<file path="src/rtl/sr_drv_pkg.sv">
// Shared types for the SR excitation driver: FSM states, 2-bit {S,R} codes
// and the per-bit excitation lookup.
package sr_drv_pkg;

  typedef enum logic [1:0] {
    IDLE,
    DRIVE,
    RELEASE,
    CHECK
  } sr_state_e;

  localparam logic [1:0] SR_HOLD    = 2'b00;
  localparam logic [1:0] SR_RESET   = 2'b01;
  localparam logic [1:0] SR_SET     = 2'b10;
  localparam logic [1:0] SR_ILLEGAL = 2'b11;

  // {S,R} needed to move a bit from its current value q to the target d.
  function automatic logic [1:0] sr_code(input logic q, input logic d);
    if (d && !q) return SR_SET;
    if (!d && q) return SR_RESET;
    return SR_HOLD;
  endfunction

endpackage

</file>
<file path="src/rtl/sr_drv_encode.sv">
// Combinational target/Q to S/R vector encoder; S and R are never both set
// for any bit since SR_ILLEGAL is never produced.
module sr_exc_encode
  import sr_drv_pkg::*;
#(
  parameter int unsigned WIDTH = 8
) (
  input  logic [WIDTH-1:0] target_i,
  input  logic [WIDTH-1:0] q_i,
  output logic [WIDTH-1:0] s_o,
  output logic [WIDTH-1:0] r_o
);

  logic [1:0] code;

  always_comb begin
    s_o  = '0;
    r_o  = '0;
    code = SR_HOLD;
    for (int unsigned i = 0; i < WIDTH; i++) begin
      code   = sr_code(q_i[i], target_i[i]);
      s_o[i] = (code == SR_SET);
      r_o[i] = (code == SR_RESET);
    end
  end

endmodule

</file>
<file path="src/rtl/sr_excitation_driver.sv">
// Drives S/R excitation pulses into an external SR bank and verifies the write
// via Q readback. Optional macro SR_DRV_RETRY_EN adds one retry on mismatch.
module sr_excitation_driver
  import sr_drv_pkg::*;
#(
  parameter int unsigned WIDTH       = 8,
  parameter int unsigned HOLD_CYCLES = 1
) (
  input  logic             clk,
  input  logic             rst,
  input  logic             in_valid,
  output logic             in_ready,
  input  logic [WIDTH-1:0] in_data,
  input  logic [WIDTH-1:0] q_fb,
  output logic [WIDTH-1:0] s_out,
  output logic [WIDTH-1:0] r_out,
  output logic             busy,
  output logic             done,
  output logic             err,
  output logic [WIDTH-1:0] err_mask
);

  localparam int unsigned   CW       = (HOLD_CYCLES > 1) ? $clog2(HOLD_CYCLES) : 1;
  localparam logic [CW-1:0] CNT_LAST = CW'(HOLD_CYCLES - 1);

  sr_state_e        state_q, state_d;
  logic [CW-1:0]    cnt_q, cnt_d;
  logic [WIDTH-1:0] target_q, target_d;
  logic [WIDTH-1:0] s_q, s_d, r_q, r_d;
  logic             done_q, done_d, err_q, err_d;
  logic [WIDTH-1:0] mask_q, mask_d;
  logic [WIDTH-1:0] enc_tgt, enc_s, enc_r;
`ifdef SR_DRV_RETRY_EN
  logic             retried_q, retried_d;
`endif

  // One encoder serves both the accept edge (live in_data) and the retry (held target).
  assign enc_tgt = (state_q == IDLE) ? in_data : target_q;

  sr_exc_encode #(.WIDTH(WIDTH)) u_encode (
    .target_i (enc_tgt),
    .q_i      (q_fb),
    .s_o      (enc_s),
    .r_o      (enc_r)
  );

  always_comb begin
    state_d  = state_q;
    cnt_d    = cnt_q;
    target_d = target_q;
    s_d      = '0;
    r_d      = '0;
    done_d   = 1'b0;
    err_d    = 1'b0;
    mask_d   = '0;
`ifdef SR_DRV_RETRY_EN
    retried_d = retried_q;
`endif
    unique case (state_q)
      IDLE: begin
        if (in_valid) begin
          state_d  = DRIVE;
          target_d = in_data;
          s_d      = enc_s;
          r_d      = enc_r;
          cnt_d    = '0;
`ifdef SR_DRV_RETRY_EN
          retried_d = 1'b0;
`endif
        end
      end
      DRIVE: begin
        if (cnt_q == CNT_LAST) begin
          state_d = RELEASE;
        end else begin
          cnt_d = cnt_q + 1'b1;
          s_d   = s_q;
          r_d   = r_q;
        end
      end
      RELEASE: state_d = CHECK;
      CHECK: begin
        if (q_fb == target_q) begin
          state_d = IDLE;
          done_d  = 1'b1;
        end
`ifdef SR_DRV_RETRY_EN
        else if (!retried_q) begin
          state_d   = DRIVE;
          retried_d = 1'b1;
          s_d       = enc_s;
          r_d       = enc_r;
          cnt_d     = '0;
        end
`endif
        else begin
          state_d = IDLE;
          err_d   = 1'b1;
          mask_d  = q_fb ^ target_q;
        end
      end
      default: state_d = IDLE;
    endcase
  end

  always_ff @(posedge clk) begin
    if (!rst) begin
      state_q  <= IDLE;
      cnt_q    <= '0;
      target_q <= '0;
      s_q      <= '0;
      r_q      <= '0;
      done_q   <= 1'b0;
      err_q    <= 1'b0;
      mask_q   <= '0;
`ifdef SR_DRV_RETRY_EN
      retried_q <= 1'b0;
`endif
    end else begin
      state_q  <= state_d;
      cnt_q    <= cnt_d;
      target_q <= target_d;
      s_q      <= s_d;
      r_q      <= r_d;
      done_q   <= done_d;
      err_q    <= err_d;
      mask_q   <= mask_d;
`ifdef SR_DRV_RETRY_EN
      retried_q <= retried_d;
`endif
    end
  end

  assign s_out    = s_q;
  assign r_out    = r_q;
  assign done     = done_q;
  assign err      = err_q;
  assign err_mask = mask_q;
  assign busy     = (state_q != IDLE);
  assign in_ready = (state_q == IDLE);

endmodule

</file>
<file path="config.mk">
export PLATFORM = sky130hd
export DESIGN_NAME = sr_excitation_driver
export DESIGN_NICKNAME = d
export VERILOG_FILES = /design/src/rtl/sr_drv_pkg.sv /design/src/rtl/sr_drv_encode.sv /design/src/rtl/sr_excitation_driver.sv
export SDC_FILE = /design/constraint.sdc
export NUM_CORES = 1
export LEC_CHECK = 0
export BUFFER_PORTS_ARGS = -buffer_cell sky130_fd_sc_hd__buf_2
export CORE_UTILIZATION = 42
export CTS_BUF_LIST = sky130_fd_sc_hd__clkbuf_4 sky130_fd_sc_hd__clkbuf_8 sky130_fd_sc_hd__clkbuf_16
export DETAILED_ROUTE_END_ITERATION = 16
export MAX_ROUTING_LAYER = met4
export PLACE_DENSITY = 0.7
export SLEW_MARGIN = 20
export SYNTH_ARGS = -nofsm -noshare
export SYNTH_HDL_FRONTEND = slang
export SYNTH_SLANG_ARGS = --single-unit
</file>
<file path="constraint.sdc">
create_clock -name clk -period 1 [get_ports clk]
set_input_delay 0 -clock clk [delete_from_list [all_inputs] [get_ports clk]]
set_output_delay 0 -clock clk [all_outputs]
set_load 0.05 [all_outputs]
</file>
== Word level (Yosys, flattened, before mapping) ==
Cells that the tools add are included.

* Register bits after elaboration: 37
* Latch bits: 0
* Bits in writable memories: 0
* ROM bits: 0
* Input bits: 19
* Output and inout port bits: 28
* Word-level logic and storage cells: 144
* Memories kept: 0

* Add/sub/neg operators: 1
* Multipliers: 0
* Divide/modulo/power cells: 0
* Order comparisons: 0
* Equal/unequal tests: 22
* Shifts and indexed selects: 0
* Multiplexer cells: 70
* Bitwise logic cells: 3
* Reduce and logical (&&, ||, !) cells: 40

{| class="wikitable"
|+ Operators with widths
! cell !! count
|-
| 2-bit 2-to-1 mux || 34
|-
| 8-bit 2-to-1 mux || 4
|-
| 8-bit case mux with 2 select lines || 2
|-
| 1-bit 2-to-1 mux || 28
|-
| 2-bit equality test (second input constant) || 10
|-
| 2-bit by 1-bit equality test with 1-bit output (second input constant) || 9
|-
| 1-bit logical AND || 16
|-
| 1-bit zero test || 16
|-
| 8-bit equality test || 1
|-
| 2-bit case mux with 4 select lines || 1
|-
| 2-bit AND reduction || 4
|-
| 8-bit XOR || 1
|-
| 2-bit != test (second input constant) || 2
|-
| 2-bit nonzero test || 2
|-
| 3-bit OR reduction || 1
|-
| 2-bit zero test || 1
|-
| 1-bit inverter || 2
|-
| 1-bit case mux with 2 select lines || 1
|-
| 1-bit adder (second input constant) || 1
|}

== Depth between registers and ports, before layout ==
* Depth in word-level cells: 11
* Mapped depth: 5
* Mapped depth without buffers: 5

== Hierarchy ==
Synthesis repeated with hierarchy kept, for this count alone.

* Cell total of the unflattened synthesis: 140
* Area, all modules: 1,441.4 sq um

{| class="wikitable"
|+ By module, submodules not included
! module !! instances !! cells each !! area an instance (sq um) !! seq. area each (sq um)
|-
| sr_excitation_driver || 1 || 124 || 1,301.2 || 720.7
|-
| sr_exc_encode || 1 || 16 || 140.1 || 0.0
|}

== Worst setup path before layout ==
Ideal clock, no wire load.

* Path type: reg2reg
* Start: reg state_q[0]
* End: reg state_q[1]
* Setup time: 0.070 ns
* Arrival: 1.676 ns
* Required time: 0.930 ns
* Setup slack: -0.746 ns
* Stages on the path, launching flop included: 6
* Buffers on the path: 0
* Period minus slack after synthesis: 1.746 ns
* Cells stage by stage: dfxtp_1 > inv_1 > ha_1 > inv_2 > or3_1 > a21boi_1

* Cells in the longest elaborated chain, start to end: 3
* Elaborated cells on any way between the ends: 8
* Those cells by class: 5 x eq/ne; 1 x mux; 2 x reduce/logical

{| class="wikitable"
|+ RTL lines
! item !! RTL line !! RTL
|-
| from (decl) || sr_excitation_driver.sv:26 || <nowiki>sr_state_e state_q, state_d;</nowiki>
|-
| from (signal assigned) || sr_excitation_driver.sv:120 || <nowiki>state_q <= state_d;</nowiki>
|-
| 2-bit zero test * || n/a ||
|-
| net in_ready || sr_excitation_driver.sv:12 || <nowiki>output logic in_ready,</nowiki>
|-
| 2-bit != test (no line) || n/a ||
|-
| 2-bit AND reduction (no line) || n/a ||
|}

Mark *: on every way through the listed nets, which the timed path passes. The rest lies on a longest branch.
A chain may end at the register's enable or synchronous reset.

== Worst setup path after layout ==
* Start: reg state_q[1]
* End: out busy

* Cells in the longest elaborated chain, start to end: 1

{| class="wikitable"
|+ RTL lines
! item !! RTL line !! RTL
|-
| 2-bit nonzero test || sr_excitation_driver.sv:139 || <nowiki>assign busy = (state_q != IDLE);</nowiki>
|-
| to (decl) || sr_excitation_driver.sv:17 || <nowiki>output logic busy,</nowiki>
|}

No other way between the ends.

==> results.sh <==
export IMPL_layout_setup_ws_ps=-232
export IMPL_min_path_type="in -> reg"
export IMPL_synth_cells=115
export IMPL_synth_flop_cell="dfxtp_1"
export IMPL_area_delta_synth_final_pct=69.4
export IMPL_critPathArrivalTime_ps=1230
export IMPL_synth_nets=137
export IMPL_grt_use_met2_pct=35.9
export IMPL_p_leak_uw=0.000931
export IMPL_yosys_area_top_type="dfxtp_1"
export IMPL_setup_violations=29
export IMPL_grt_pass1_vias=1167
export IMPL_yosysSeqAreaShare_pct=58.3
export IMPL_hold_ws_ps=23.5
export IMPL_synthMostInstantiatedCell="dfxtp_1"
export IMPL_fmax_mhz=812
export IMPL_min_period_ps=1230
export IMPL_ys_types=21
export IMPL_ys_top_cells_by_count="dfxtp_1, nor3b_1, nand2_1"
export IMPL_die_y_um=56.3
export IMPL_drtPass1Iterations=2
export IMPL_ir_worst_vdd_mv=2.52
export IMPL_crit_type="reg -> out"
export IMPL_vias=1145
export IMPL_power_density_mw_per_mm2=2420
export IMPL_globalplace_congestion=0.744
export IMPL_cts_sinks=36
export IMPL_antenna_found_initial=0
export IMPL_cts_root_buf="clkbuf_4"
export IMPL_cp_required_ps=1000
export IMPL_async_flop_share_pct=0
export IMPL_clk_path_buf_depth=2
export IMPL_cts_buffers=5
export IMPL_use_met1_pct=21.8
export IMPL_fin_util_pct=75.3
export IMPL_worst_pin_slew_ps=354
export IMPL_fin_nets=219
export IMPL_rsz0062_at_grt="yes"
export IMPL_ys_top_cells_by_area="dfxtp_1, nor3b_1, xnor2_1"
export IMPL_grt_pass1_wl_um=4880
export IMPL_fp_dieArea_mm2=0.00316
export IMPL_critPathMaxFanout=6
export IMPL_maxSlewViolCount=0
export IMPL_synth_area_mm2=0.00124
export IMPL_syn_area_per_cell_um2=10.7
export IMPL_grt_start_max_net_pins=14
export IMPL_htree_levels=2
export IMPL_hold_violations=0
export IMPL_wl_per_cell_um=13.7
export IMPL_drv_cap=0
export IMPL_cts_tree="done"
export IMPL_grt_usage_pct=21.3
export IMPL_path_cells="inv_2 -> ha_4 -> inv_8 -> buf_6 -> buf_8"
export IMPL_start_util_pct=44.4
export IMPL_grt_busiest_layer="met2"
export IMPL_drtAntennaViolNets=0
export IMPL_rows=19
export IMPL_hpwl_um=1810
export IMPL_synth_edf_count=0
export IMPL_slowest_delay_ps=340
export IMPL_route_detailed_drc=0
export IMPL_maxSlewHeadroom_pct=76.4
export IMPL_die_x_um=56.3
export IMPL_clkTransAtPathRegs_ps=110
export IMPL_gr_total_overflow=0
export IMPL_endpoint_kind="output pin"
export IMPL_crit_path_start_kind="register"
export IMPL_wl_um=3140
export IMPL_synth_top_area_share_pct=58.3
export IMPL_drt_iter0_markers=16
export IMPL_pin_count=47
export IMPL_outcome="finished, violations left"
export IMPL_final_layout_size_suffix_gt1_share_pct=52.5
export IMPL_diodes=0
export IMPL_cpMaxStageDelayCell="dfxtp_2"
export IMPL_synth_seq_cells=36
export IMPL_yosysWarnings=0
export IMPL_fin_crit_sh_pct=123
export IMPL_skew_ps=10.9
export IMPL_clk_latency_ps=340
export IMPL_via_per_inst=5.00
export IMPL_io_buffers=46
export IMPL_grt_use_met3_pct=6.45
export IMPL_core_area_mm2=0.00278
export IMPL_violations="setup timing"
-- cell type report --
cell class                      count  area (µm²)
Inverter                            3        18.8
Clock inverter                      3        42.5
Sequential cell                    36         724
Tap cell                           31        38.8
Multi-Input combinational cell     72         646
Fill cell                         188         687
Timing Repair Buffer               79         587
Clock buffer                        5        37.5
-- state kept, by name, summed over array words and instances, names as in the netlist --
register and flops:
err_mask 8, r_out 8, s_out 8, target_q 8
state_q 2, done 1, err 1
-- report_power, final --
group	internal (µW)	total, µW	switching (µW)
Clock	521	1010	487
Combinational	1080	2360	1270
Sequential	1600	1700	97.1
Total	3210	5070	1860
-- repair_timing --
item | 4_1_cts | 5_1_grt
buffers inserted | 3 | 1
resized for setup | 38 | 17
pin swaps | 3 | 7
hold buffers | 20 | 0
hold endpoints to repair | 32 | 0
endpoints found under the setup margin | 38 | 38
-- through the flow --
stage                     area, µm²  power, µW  cells  setup slack [ps]  TNS, ps
final                          2090       5070    229              -232    -3960
after global routing           2090       5300    229              -278    -5900
after CTS                      2020       4950    229              -241    -3790
after detailed placement       1590       3350    198              -205    -3410
after global placement         1590       3290    198              -113    -2210
after floorplan                1260       2810    115              -240    -4310
-- cell usage in the layout, fill, tap and decap left out, drive strengths merged --
master       synthesis  layout
o21ai                2       2
clkinvlp             0       1
nor3b               16      16
and4                 2       2
clkbuf               1       5
and3b                1       1
inv                  3       3
or3                  1       1
dlygate4sd3          0      20
bufinv               0       1
ha                   3       3
nor2                 9       9
a21boi               9       9
nand2               10      10
dfxtp               36      36
a21oi                2       2
xnor2                8       8
buf                  3      59
clkinv               0       1
nand3                9       9
-- metal layers --
metal / wire, µm / share of wire, %
met5: 0 / 0
met4: 67 / 2.1
met3: 148 / 4.7
met2: 1770 / 56
met1: 1160 / 37
-- cells by family (layout without fill, tap and decap cells) --
group	count (synthesis)	count (layout)	synth area share (%)
xor+xnor	8	8	5.67
flops	36	36	58.3
buf+inv	7	90	2.93
fa+ha+maj	3	3	3.04
simple gates	48	48	23.0
compound gates	13	13	7.09
-- worst max-delay path, delay by kind of cell, from the launching register on --
family,cells,cell delay (ps)
fa+ha+maj,1,200
buf+inv,4,350
flops,1,340
-- final timing paths --
kind                            start                  endpoint  slack (ps)  cells past startpoint
max           state_q[1]$_SDFFE_PN0P_                      busy        -230                      5
max reg2reg   state_q[1]$_SDFFE_PN0P_   state_q[1]$_SDFFE_PN0P_        -210                      5
min                               rst  target_q[6]$_SDFFE_PN0P_          20                      2
min reg2reg  target_q[3]$_SDFFE_PN0P_  target_q[3]$_SDFFE_PN0P_         470                      2
No activity file was read; power rests on OpenSTA's default activity.
